**config.mk**
```make
export PLATFORM = sky130hd
export DESIGN_NAME = mem_stage_dmem_if_flat
export DESIGN_NICKNAME = d
export VERILOG_FILES = /design/src/rtl/mem_stage_dmem_if_if.sv /design/src/rtl/mem_stage_dmem_if.sv /design/src/flat_wrapper.sv
export SDC_FILE = /design/constraint.sdc
export NUM_CORES = 1
export LEC_CHECK = 0
export BUFFER_PORTS_ARGS = -buffer_cell sky130_fd_sc_hd__buf_2
export CELL_PAD_IN_SITES_DETAIL_PLACEMENT = 1
export CELL_PAD_IN_SITES_GLOBAL_PLACEMENT = 2
export CORE_ASPECT_RATIO = 0.9
export CORE_MARGIN = 8
export CORE_UTILIZATION = 28
export CTS_CLUSTER_DIAMETER = 100
export DETAILED_ROUTE_END_ITERATION = 16
export PLACE_DENSITY_LB_ADDON = 0.05
export SETUP_SLACK_MARGIN = 0.1
export SYNTH_ARGS = -nofsm -noshare
export SYNTH_HDL_FRONTEND = slang
export SYNTH_SLANG_ARGS = --single-unit
```
**constraint.sdc**
```tcl
create_clock -name clk_i -period 2.25 [get_ports clk_i]
set_input_delay 0 -clock clk_i [delete_from_list [all_inputs] [get_ports clk_i]]
set_output_delay 0 -clock clk_i [all_outputs]
set_load 0.01 [all_outputs]
```
**src/rtl/mem_stage_dmem_if_if.sv**
```systemverilog
// Data-memory bus bundle between the MEM stage (master) and the data memory (slave).
// Doubleword bus: one request carries an aligned address, byte enables and 64-bit data.
interface mem_stage_dmem_if_if #(
   parameter int ADDR_W = 32
);
   logic              dmem_req_o;
   logic              dmem_we_o;
   logic [ADDR_W-1:0] dmem_addr_o;
   logic [7:0]        dmem_be_o;
   logic [63:0]       dmem_wdata_o;
   logic              dmem_ack_i;
   logic [63:0]       dmem_rdata_i;

   modport master (
      output dmem_req_o, dmem_we_o, dmem_addr_o, dmem_be_o, dmem_wdata_o,
      input  dmem_ack_i, dmem_rdata_i
   );

   modport slave (
      input  dmem_req_o, dmem_we_o, dmem_addr_o, dmem_be_o, dmem_wdata_o,
      output dmem_ack_i, dmem_rdata_i
   );
endinterface

```
**src/rtl/mem_stage_dmem_if.sv**
```systemverilog
// MEM-stage data-memory interface: turns an EX/MEM load/store into one req/ack bus
// transaction, shifts store data into its byte lanes, aligns and extends load data,
// and stalls the pipeline until the access has completed, faulted or timed out.
module mem_stage_dmem_if #(
   parameter int ADDR_W  = 32,
   parameter int TIMEOUT = 16
) (
   input  logic                 clk_i,
   input  logic                 rst_ni,
   input  logic                 memread_i,
   input  logic                 memwrite_i,
   input  logic [2:0]           funct3_i,
   input  logic [63:0]          addr_i,
   input  logic [63:0]          wdata_i,
   mem_stage_dmem_if_if.master  bus,
   output logic                 mem_stall_o,
   output logic [63:0]          load_data_o,
   output logic                 load_valid_o,
   output logic                 misalign_o,
   output logic                 bus_err_o
);

   localparam logic [1:0] S_IDLE = 2'd0;
   localparam logic [1:0] S_REQ  = 2'd1;
   localparam logic [1:0] S_RESP = 2'd2;
   localparam logic [1:0] S_ERR  = 2'd3;

   localparam int CNT_W = $clog2(TIMEOUT + 1);

   logic [1:0]       state_q;
   logic [CNT_W-1:0] cnt_q;
   logic [2:0]       f3_q;
   logic [2:0]       off_q;
   logic             is_load_q;

   logic             acc;
   logic [2:0]       off;
   logic             illegal;
   logic             misaligned;
   logic [7:0]       be_base;
   logic [63:0]      rdata_sh;
   logic [63:0]      load_ext;

   assign acc = memread_i | memwrite_i;
   assign off = addr_i[2:0];

   // Stall while an access waits in IDLE or is on the bus; the pipeline advances in RESP/ERR.
   assign mem_stall_o = rst_ni & (((state_q == S_IDLE) & acc) | (state_q == S_REQ));

   // Decode legality, alignment and the unshifted byte-enable mask of the incoming access.
   always_comb begin
      // NOTE: every variable gets a default first so no path through the case infers a latch.
      misaligned = 1'b0;
      be_base    = 8'h01;
      // Unsigned variants only exist for loads; memwrite wins when both strobes are set.
      illegal    = (funct3_i == 3'd7) | (memwrite_i & funct3_i[2]);
      case (funct3_i[1:0])
         2'd1: begin misaligned = off[0];      be_base = 8'h03; end
         2'd2: begin misaligned = |off[1:0];   be_base = 8'h0F; end
         2'd3: begin misaligned = |off;        be_base = 8'hFF; end
         default: begin misaligned = 1'b0;     be_base = 8'h01; end
      endcase
   end

   // Move the addressed bytes down to bit 0, then truncate and extend by access type.
   always_comb begin
      rdata_sh = bus.dmem_rdata_i >> {off_q, 3'b000};
      load_ext = rdata_sh;
      case (f3_q)
         3'd0:    load_ext = {{56{rdata_sh[7]}},  rdata_sh[7:0]};
         3'd1:    load_ext = {{48{rdata_sh[15]}}, rdata_sh[15:0]};
         3'd2:    load_ext = {{32{rdata_sh[31]}}, rdata_sh[31:0]};
         3'd4:    load_ext = {56'd0, rdata_sh[7:0]};
         3'd5:    load_ext = {48'd0, rdata_sh[15:0]};
         3'd6:    load_ext = {32'd0, rdata_sh[31:0]};
         default: load_ext = rdata_sh;
      endcase
   end

   // Access FSM: bus fields are latched on leaving IDLE and held constant while requesting.
   always_ff @(posedge clk_i or negedge rst_ni) begin
      if (!rst_ni) begin
         state_q          <= S_IDLE;
         cnt_q            <= '0;
         f3_q             <= '0;
         off_q            <= '0;
         is_load_q        <= 1'b0;
         bus.dmem_req_o   <= 1'b0;
         bus.dmem_we_o    <= 1'b0;
         bus.dmem_addr_o  <= '0;
         bus.dmem_be_o    <= '0;
         bus.dmem_wdata_o <= '0;
         load_data_o      <= '0;
         load_valid_o     <= 1'b0;
         misalign_o       <= 1'b0;
         bus_err_o        <= 1'b0;
      end else begin
         // NOTE: non-blocking assignments so every register sees pre-edge values of the others.
         load_valid_o <= 1'b0;
         misalign_o   <= 1'b0;
         bus_err_o    <= 1'b0;
         case (state_q)
            S_IDLE: begin
               if (acc) begin
                  if (illegal | misaligned) begin
                     state_q    <= S_ERR;
                     misalign_o <= 1'b1;
                  end else begin
                     state_q          <= S_REQ;
                     cnt_q            <= '0;
                     f3_q             <= funct3_i;
                     off_q            <= off;
                     is_load_q        <= ~memwrite_i;
                     bus.dmem_req_o   <= 1'b1;
                     bus.dmem_we_o    <= memwrite_i;
                     bus.dmem_addr_o  <= {addr_i[ADDR_W-1:3], 3'b000};
                     bus.dmem_be_o    <= be_base << off;
                     bus.dmem_wdata_o <= wdata_i << {off, 3'b000};
                  end
               end
            end
            S_REQ: begin
               if (bus.dmem_ack_i) begin
                  state_q        <= S_RESP;
                  cnt_q          <= '0;
                  bus.dmem_req_o <= 1'b0;
                  load_valid_o   <= is_load_q;
                  if (is_load_q) begin
                     load_data_o <= load_ext;
                  end
               end else if (cnt_q == CNT_W'(TIMEOUT - 1)) begin
                  state_q        <= S_RESP;
                  cnt_q          <= '0;
                  bus.dmem_req_o <= 1'b0;
                  bus_err_o      <= 1'b1;
                  load_valid_o   <= is_load_q;
                  load_data_o    <= '0;
               end else begin
                  cnt_q <= cnt_q + CNT_W'(1);
               end
            end
            // Inputs are ignored here so the still-held instruction is not issued twice.
            S_RESP:  state_q <= S_IDLE;
            default: state_q <= S_IDLE;
         endcase
      end
   end

endmodule

```
**src/flat_wrapper.sv**
```systemverilog
// flat-port wrapper written by rule: the top's interface ports become plain ports
module mem_stage_dmem_if_flat 
#(
   parameter int ADDR_W  = 32,
   parameter int TIMEOUT = 16
)
  (clk_i, rst_ni, memread_i, memwrite_i, funct3_i, addr_i, wdata_i, mem_stall_o, load_data_o, load_valid_o, misalign_o, bus_err_o, bus_dmem_req_o, bus_dmem_we_o, bus_dmem_addr_o, bus_dmem_be_o, bus_dmem_wdata_o, bus_dmem_ack_i, bus_dmem_rdata_i);
  mem_stage_dmem_if_if #(.ADDR_W(ADDR_W)) bus_i ();
  input  logic clk_i;
  input  logic rst_ni;
  input  logic memread_i;
  input  logic memwrite_i;
  input  logic [2:0] funct3_i;
  input  logic [63:0] addr_i;
  input  logic [63:0] wdata_i;
  output logic mem_stall_o;
  output logic [63:0] load_data_o;
  output logic load_valid_o;
  output logic misalign_o;
  output logic bus_err_o;
  output wire logic [$bits(bus_i.dmem_req_o)-1:0] bus_dmem_req_o;
  output wire logic [$bits(bus_i.dmem_we_o)-1:0] bus_dmem_we_o;
  output wire logic [$bits(bus_i.dmem_addr_o)-1:0] bus_dmem_addr_o;
  output wire logic [$bits(bus_i.dmem_be_o)-1:0] bus_dmem_be_o;
  output wire logic [$bits(bus_i.dmem_wdata_o)-1:0] bus_dmem_wdata_o;
  input wire logic [$bits(bus_i.dmem_ack_i)-1:0] bus_dmem_ack_i;
  input wire logic [$bits(bus_i.dmem_rdata_i)-1:0] bus_dmem_rdata_i;
  assign bus_dmem_req_o = bus_i.dmem_req_o;
  assign bus_dmem_we_o = bus_i.dmem_we_o;
  assign bus_dmem_addr_o = bus_i.dmem_addr_o;
  assign bus_dmem_be_o = bus_i.dmem_be_o;
  assign bus_dmem_wdata_o = bus_i.dmem_wdata_o;
  assign bus_i.dmem_ack_i = bus_dmem_ack_i;
  assign bus_i.dmem_rdata_i = bus_dmem_rdata_i;
  mem_stage_dmem_if #(.ADDR_W(ADDR_W), .TIMEOUT(TIMEOUT)) u_core (.clk_i(clk_i), .rst_ni(rst_ni), .memread_i(memread_i), .memwrite_i(memwrite_i), .funct3_i(funct3_i), .addr_i(addr_i), .wdata_i(wdata_i), .bus(bus_i), .mem_stall_o(mem_stall_o), .load_data_o(load_data_o), .load_valid_o(load_valid_o), .misalign_o(misalign_o), .bus_err_o(bus_err_o));
endmodule
```
; After elaboration in Yosys (flattened, before gate mapping)
; Cells that the tools add are included.
; W data, S select, Z words.
[totals]
register_bits = 184
[classes]
add_sub_neg = 1
n_eq_ne = 15
n_shift = 3
n_mux = 30
bitwise_logic = 9
n_reduce_logical = 11
[ops]
columns = operator, n
row1 = $pmux W64 S6, 1
row2 = $mux W64, 3
row3 = $shl A64 B6 Y64, 1
row4 = $shr A64 B6 Y64, 1
row5 = $pmux W8 S3, 1
row6 = $mux W5, 4
row7 = $mux W1, 13
row8 = $eq A3 B3 Y1 const B, 4
row9 = $pmux W5 S2, 1
row10 = $reduce_and A3 Y1, 3
row11 = $mux W2, 4
row12 = $shl A8 B3 Y8, 1
row13 = $add A5 B1 Y5 const B, 1
row14 = $eq A5 B4 Y1 const B, 1
row15 = $eq A2 B1 Y1 const B, 2
row16 = $eq A2 B2 Y1 const B, 2
row17 = $ne A2 B1 Y1 const B, 2
row18 = $or A1 B1 Y1, 4
row19 = $pmux W2 S2, 1
row20 = $reduce_and A4 Y1, 1
row21 = $reduce_bool A2 Y1, 2
row22 = $and A1 B1 Y1, 3
row23 = $eq A3 B1 Y1 const B, 1
row24 = $eq A3 B2 Y1 const B, 1
row25 = 10 further kinds, 11

; Longest topological paths before layout
[logic_depth]
word_depth = 6
mapped_depth = 9

; Worst setup path before layout
; No wires, ideal clock.
[synth_path]
kind = flip-flop to flip-flop
start = register u_core.cnt_q[0]
end = register u_core.load_data_o[55]
setup_time_ps = 94
t_arrival_ps = 2012
t_required_ps = 2156
setup_slack_ps = 144
path_stages_with_launch = 9
path_buffers = 2
period_less_slack_ps = 2106
cell_sequence = dfrtp_1 ha_1 and4b_1 o21ai_1 a21o_1 buf_2 clkbuf_1 nand2_1 a221oi_2
[synth_via]
elab_chain_cells = 3
[synth_lines]
columns = item, line_no
row1 = start: declaration, mem_stage_dmem_if.sv:31  ; logic [CNT_W-1:0] cnt_q;
row2 = start signal: assignment, mem_stage_dmem_if.sv:139  ; cnt_q <= cnt_q + CNT_W'(1);
row3 = $eq A5 B4 Y1, mem_stage_dmem_if.sv:131  ; end else if (cnt_q == CNT_W'(TIMEOUT - 1)) begin
row4 = $reduce_bool A2 Y1 (no source line), --
row5 = $reduce_and A3 Y1 (no source line), --
row6 = end signal: assignment, mem_stage_dmem_if.sv:129  ; load_data_o <= load_ext;
row7 = end: declaration, mem_stage_dmem_if.sv:17  ; output logic [63:0] load_data_o,
; No other way between the ends.
; A chain may end at the register's enable or synchronous reset.

; Worst setup path in the final report
[layout_path]
start = register u_core.off_q[1]
end = register u_core.load_data_o[48]
[layout_via]
elab_chain_cells = 4
[layout_lines]
columns = item, line_no
row1 = start: declaration, mem_stage_dmem_if.sv:33  ; logic [2:0] off_q;
row2 = start signal: assignment, mem_stage_dmem_if.sv:86  ; off_q <= '0;
row3 = start signal: assignment, mem_stage_dmem_if.sv:112  ; off_q <= off;
row4 = $shr A64 B6 Y64, mem_stage_dmem_if.sv:67  ; rdata_sh = bus.dmem_rdata_i >> {off_q, 3'b000};
row5 = $pmux W64 S6, mem_stage_dmem_if.sv:69  ; case (f3_q)
row6 = $mux W64, mem_stage_dmem_if.sv:128  ; if (is_load_q) begin
row7 = $mux W64, mem_stage_dmem_if.sv:123  ; if (bus.dmem_ack_i) begin
; No other way between the ends. The select of a mux whose other input is x is not followed.

==> implementation parameters <==
Parameter                              Value

Clocking
  CTS tree    done
  Root Buffer    sky130_fd_sc_hd__clkbuf_16
  Clock latency reported for the late side of the worst-skew pair    0.45 ns
  Number of sinks handled by clock tree synthesis    184
  CTS buffer count    17
  Reg clk slew, reported paths    0.08 ns
  Clock Tree Buf Depth    2
  H-tree depth    4

Synthesis
  Post-synthesis instance total    1072
  Register area share after synthesis    42.31%
  Average size of a mapped cell    10.15 sq um
  Number of synthesized register bits    184
  Fraction of synthesized cell area taken by the top area cell type    42.31%
  Count of flip-flops with a built-in enable after synthesis    0
  Distinct cell type count after synthesis    59
  Predominant post-synthesis flop cell    sky130_fd_sc_hd__dfrtp_1
  Library cell occupying the most area in the post-synthesis netlist    sky130_fd_sc_hd__dfrtp_1
  Share of synthesized flip-flops with an asynchronous set or reset    100.0%
  Top area cells in the synthesized netlist    sky130_fd_sc_hd__dfrtp_1, sky130_fd_sc_hd__mux2_2, sky130_fd_sc_hd__mux4_2
  Number of warnings reported in the yosys synthesis log    0
  Area of the mapped netlist    0.01088 sq mm

Setup path
  Critical path's largest stage delay    0.54 ns
  Capture point of the worst reg-to-reg path    u_core.load_data_o[48]$_DFFE_PN0P_
  Register-to-Register Path Depth    8
  CP Class    reg -> reg
  Family of cells with the greatest summed delay on the critical path    compound AO/OA/AOI/OAI gates
  Setup slack, reg-to-reg    0.02 ns
  Worst endpoint data arrival time    2.58 ns
  Reg-to-reg critical path startpoint    u_core.off_q[1]$_DFFE_PN0P_
  Worst Path Buf+Inv    3
  List of cells traversed by the critical path    mux2_4 -> mux2i_1 -> buf_4 -> a2111oi_4 -> nor3_4 -> buf_6 -> buf_12 -> a221oi_2
  Critical-path maximum fanout    8
  Endpoint type of the worst setup path    flip-flop
  Kind of start point of the critical path    flip-flop
  Data required time of the critical path    2.61 ns
  Crit-path slowest cell    sky130_fd_sc_hd__dfrtp_4

Placed design
  Quantity of I/O buffers inserted on ports    338
  Total placed cells including tap cells    1909
  Routability-driven placement congestion ratio    0.8243
  Worst setup timing slack at the placement stage    -0.02400 ns
  Half-perimeter wire length after detailed placement    36.20 mm

Power and ir drop
  Power density of the placed cells    1237 mW/mm^2
  VDD IR max    0.6090 mV
  Leakage power    6.934 nW

Cells and area
  Nets@finish    1664
  Leading cell type in the layout, fill and taps excluded    sky130_fd_sc_hd__buf_2
  Highest-count cells in the layout ignoring fill and taps    sky130_fd_sc_hd__buf_2, sky130_fd_sc_hd__dfrtp_1, sky130_fd_sc_hd__nand2_1, sky130_fd_sc_hd__mux2_2, sky130_fd_sc_hd__a21oi_1
  Share of post-route cells with drive strength above 1    44.04%
  Post-Route Utilization    39.11%
  Number of cells in the finished layout apart from fillers    2003
  Filler Cells Inserted    4375
  P&R area growth vs syn    37.92%

STA
  Share of the cycle needed by the critical path after routing    98.92%
  Hold violation count in the final report    0
  Final Setup Violations    0
  Achievable frequency    449.3 MHz
  Max transition margin    48.12%
  Fin. max-slew vios    0
  Worst setup margin    0.02423 ns
  Final min period    2.226 ns
  Worst-Margin Slew    0.7701 ns
  Fin Clk Skew    0.01196 ns
  RSZ-0062 raised after global routing    true

Status
  Result of the run    finished clean

Floorplanning
  Core region area    0.03837 sq mm
  # rows    68
  Overall die width    223.8 microns
  Total Die Area    0.04544 sq mm
  Starting density of the core    28.36%
  Number of primary I/O pins    374
  Die Ht    203.0 microns

Route
  Number of design-rule violations left by the first detailed-router iteration    675
  DRT Pass-1 Iters    4
  Avg WL per Cell    24.19 microns
  Overall via count from detail_route    10.28k
  Detailed-route vias per instance    5.131
  DRC Markers    0
  Sum of routed wire length over all layers    48.46 mm
  Antenna Nets Post-Route    0

Job
  Max-capacitance violation count    0

GRT
  Antenna violations before repair    6
  First-pass GRT wire length    72.00 mm
  Via count of the first global-routing pass    11.01k
  Maximum number of pins on one net before global-route repair    100
  Global-route usage over all layers    20.82%
  Total congestion overflow    0

Worst hold path
  Startpoint of the most critical hold path    memread_i
  Destination of the worst hold path    u_core.state_q[0]$_DFFE_PN0P_
  Hold WC Path Type    in -> reg
  Count of cells along the worst hold path    4
[power by group]
part	total, mW	switching, mW	internal (mW)
sequential	5.54	0.902	4.64
combinational	9.86	5.44	4.42
clock	3.17	1.44	1.73
[registers in the layout, indices dropped and copies added (netlist names)]
| register | cells |
|---|---|
| u_core.bus.dmem_wdata_o | 64 |
| u_core.load_data_o | 64 |
| u_core.bus.dmem_addr_o | 29 |
| u_core.bus.dmem_be_o | 8 |
| u_core.cnt_q | 5 |
| u_core.f3_q | 3 |
| u_core.off_q | 3 |
| u_core.state_q | 2 |
| u_core.bus.dmem_req_o | 1 |
| u_core.bus.dmem_we_o | 1 |
| u_core.bus_err_o | 1 |
| u_core.is_load_q | 1 |
| u_core.load_valid_o | 1 |
| u_core.misalign_o | 1 |
[Yosys cell counts, drive strengths merged, types with 17 or more instances]
cell type,instances
a211oi,32
a21oi,78
a22oi,17
buf,38
clkbuf,55
dfrtp,184
mux2,87
mux2i,70
mux4,38
nand2,151
nor2,59
nor2b,20
o21ai,89
o31ai,38
[worst register-to-register path, cell delays in order (launching register included)]
cell and delay [ns]:
sky130_fd_sc_hd__dfrtp_4 0.54, sky130_fd_sc_hd__mux2_4 0.23, sky130_fd_sc_hd__mux2i_1 0.07, sky130_fd_sc_hd__buf_4 0.15
sky130_fd_sc_hd__a2111oi_4 0.46, sky130_fd_sc_hd__nor3_4 0.08, sky130_fd_sc_hd__buf_6 0.17, sky130_fd_sc_hd__buf_12 0.16
sky130_fd_sc_hd__a221oi_2 0.27
[how the worst max path moves through the flow]
stage | startpoint | end | slack, ns | depth (start not counted)
2_1_floorplan | u_core.cnt_q[0]$_DFFE_PN0P_ | u_core.load_data_o[55]$_DFFE_PN0P_ | 0.14 | 8
3_3_place_gp | u_core.off_q[1]$_DFFE_PN0P_ | u_core.load_data_o[49]$_DFFE_PN0P_ | 0.01 | 6
3_5_place_dp | u_core.off_q[1]$_DFFE_PN0P_ | u_core.load_data_o[49]$_DFFE_PN0P_ | -0.02 | 6
4_1_cts | u_core.off_q[1]$_DFFE_PN0P_ | u_core.load_data_o[39]$_DFFE_PN0P_ | 0.02 | 7
5_1_grt | u_core.off_q[1]$_DFFE_PN0P_ | u_core.load_data_o[48]$_DFFE_PN0P_ | -0.06 | 8
6_report | u_core.off_q[1]$_DFFE_PN0P_ | u_core.load_data_o[48]$_DFFE_PN0P_ | 0.02 | 8
[cell type report]
type	instances	area, sq um	area share (%)
Multi-Input combinational cell	780	6035	40.21
Sequential cell	184	4611	30.72
Timing Repair Buffer	463	3044	20.28
Tap cell	525	656.9	4.377
Clock buffer	22	474.2	3.160
Clock inverter	10	118.9	0.7920
Inverter	17	63.81	0.4252
Antenna cell	2	5.005	0.03335
[what timing repair did]
item                                   4_1_cts  5_1_grt
hold buffers                                43        0
setup endpoints to repair                   49      105
cloned                                       2        3
pin swaps                                    3       16
resized for setup                           17       59
endpoints found under the hold margin      247        0
setup buffers                                3        9
[metrics by stage]
| step | instance area (sq um) | TNS, ns | hold WS, ns | power [mW] |
|---|---|---|---|---|
| 6_report | 15010 | 0 | 0.02935 | 18.57 |
| 5_1_grt | 15010 | -0.3698 | 0.04231 | 19.83 |
| 4_1_cts | 14670 | 0 | 0.01578 | 18.24 |
| 3_5_place_dp | 13510 | -0.04358 | 0.1275 | 14.45 |
| 3_3_place_gp | 13510 | 0 | 0.1286 | 14.36 |
| 2_1_floorplan | 10890 | 0 | -0.2956 | 10.59 |
[per-layer routing]
| metal | track usage [%] | share of wire [%] | up-vias |
|---|---|---|---|
| li1 | - | - | 4724 |
| met1 | 28.71 | 47 | 5255 |
| met2 | 31.07 | 45 | 263 |
| met3 | 6.997 | 7.1 | 33 |
| met4 | 4.888 | 1.1 | 2 |
| met5 | 0 | 0.019 | - |
[logic make-up after synthesis]
logic type / Yosys count / synth area share, %
fa+ha+maj: 1 / 0.1150
other cells: 1 / 0.03446
xor+xnor: 1 / 0.08050
compound gates: 310 / 18.81
mux: 195 / 23.38
simple gates: 270 / 10.85
flops: 184 / 42.31
buf+inv: 110 / 4.415
Note: power is estimated with default switching activity, not from simulation.
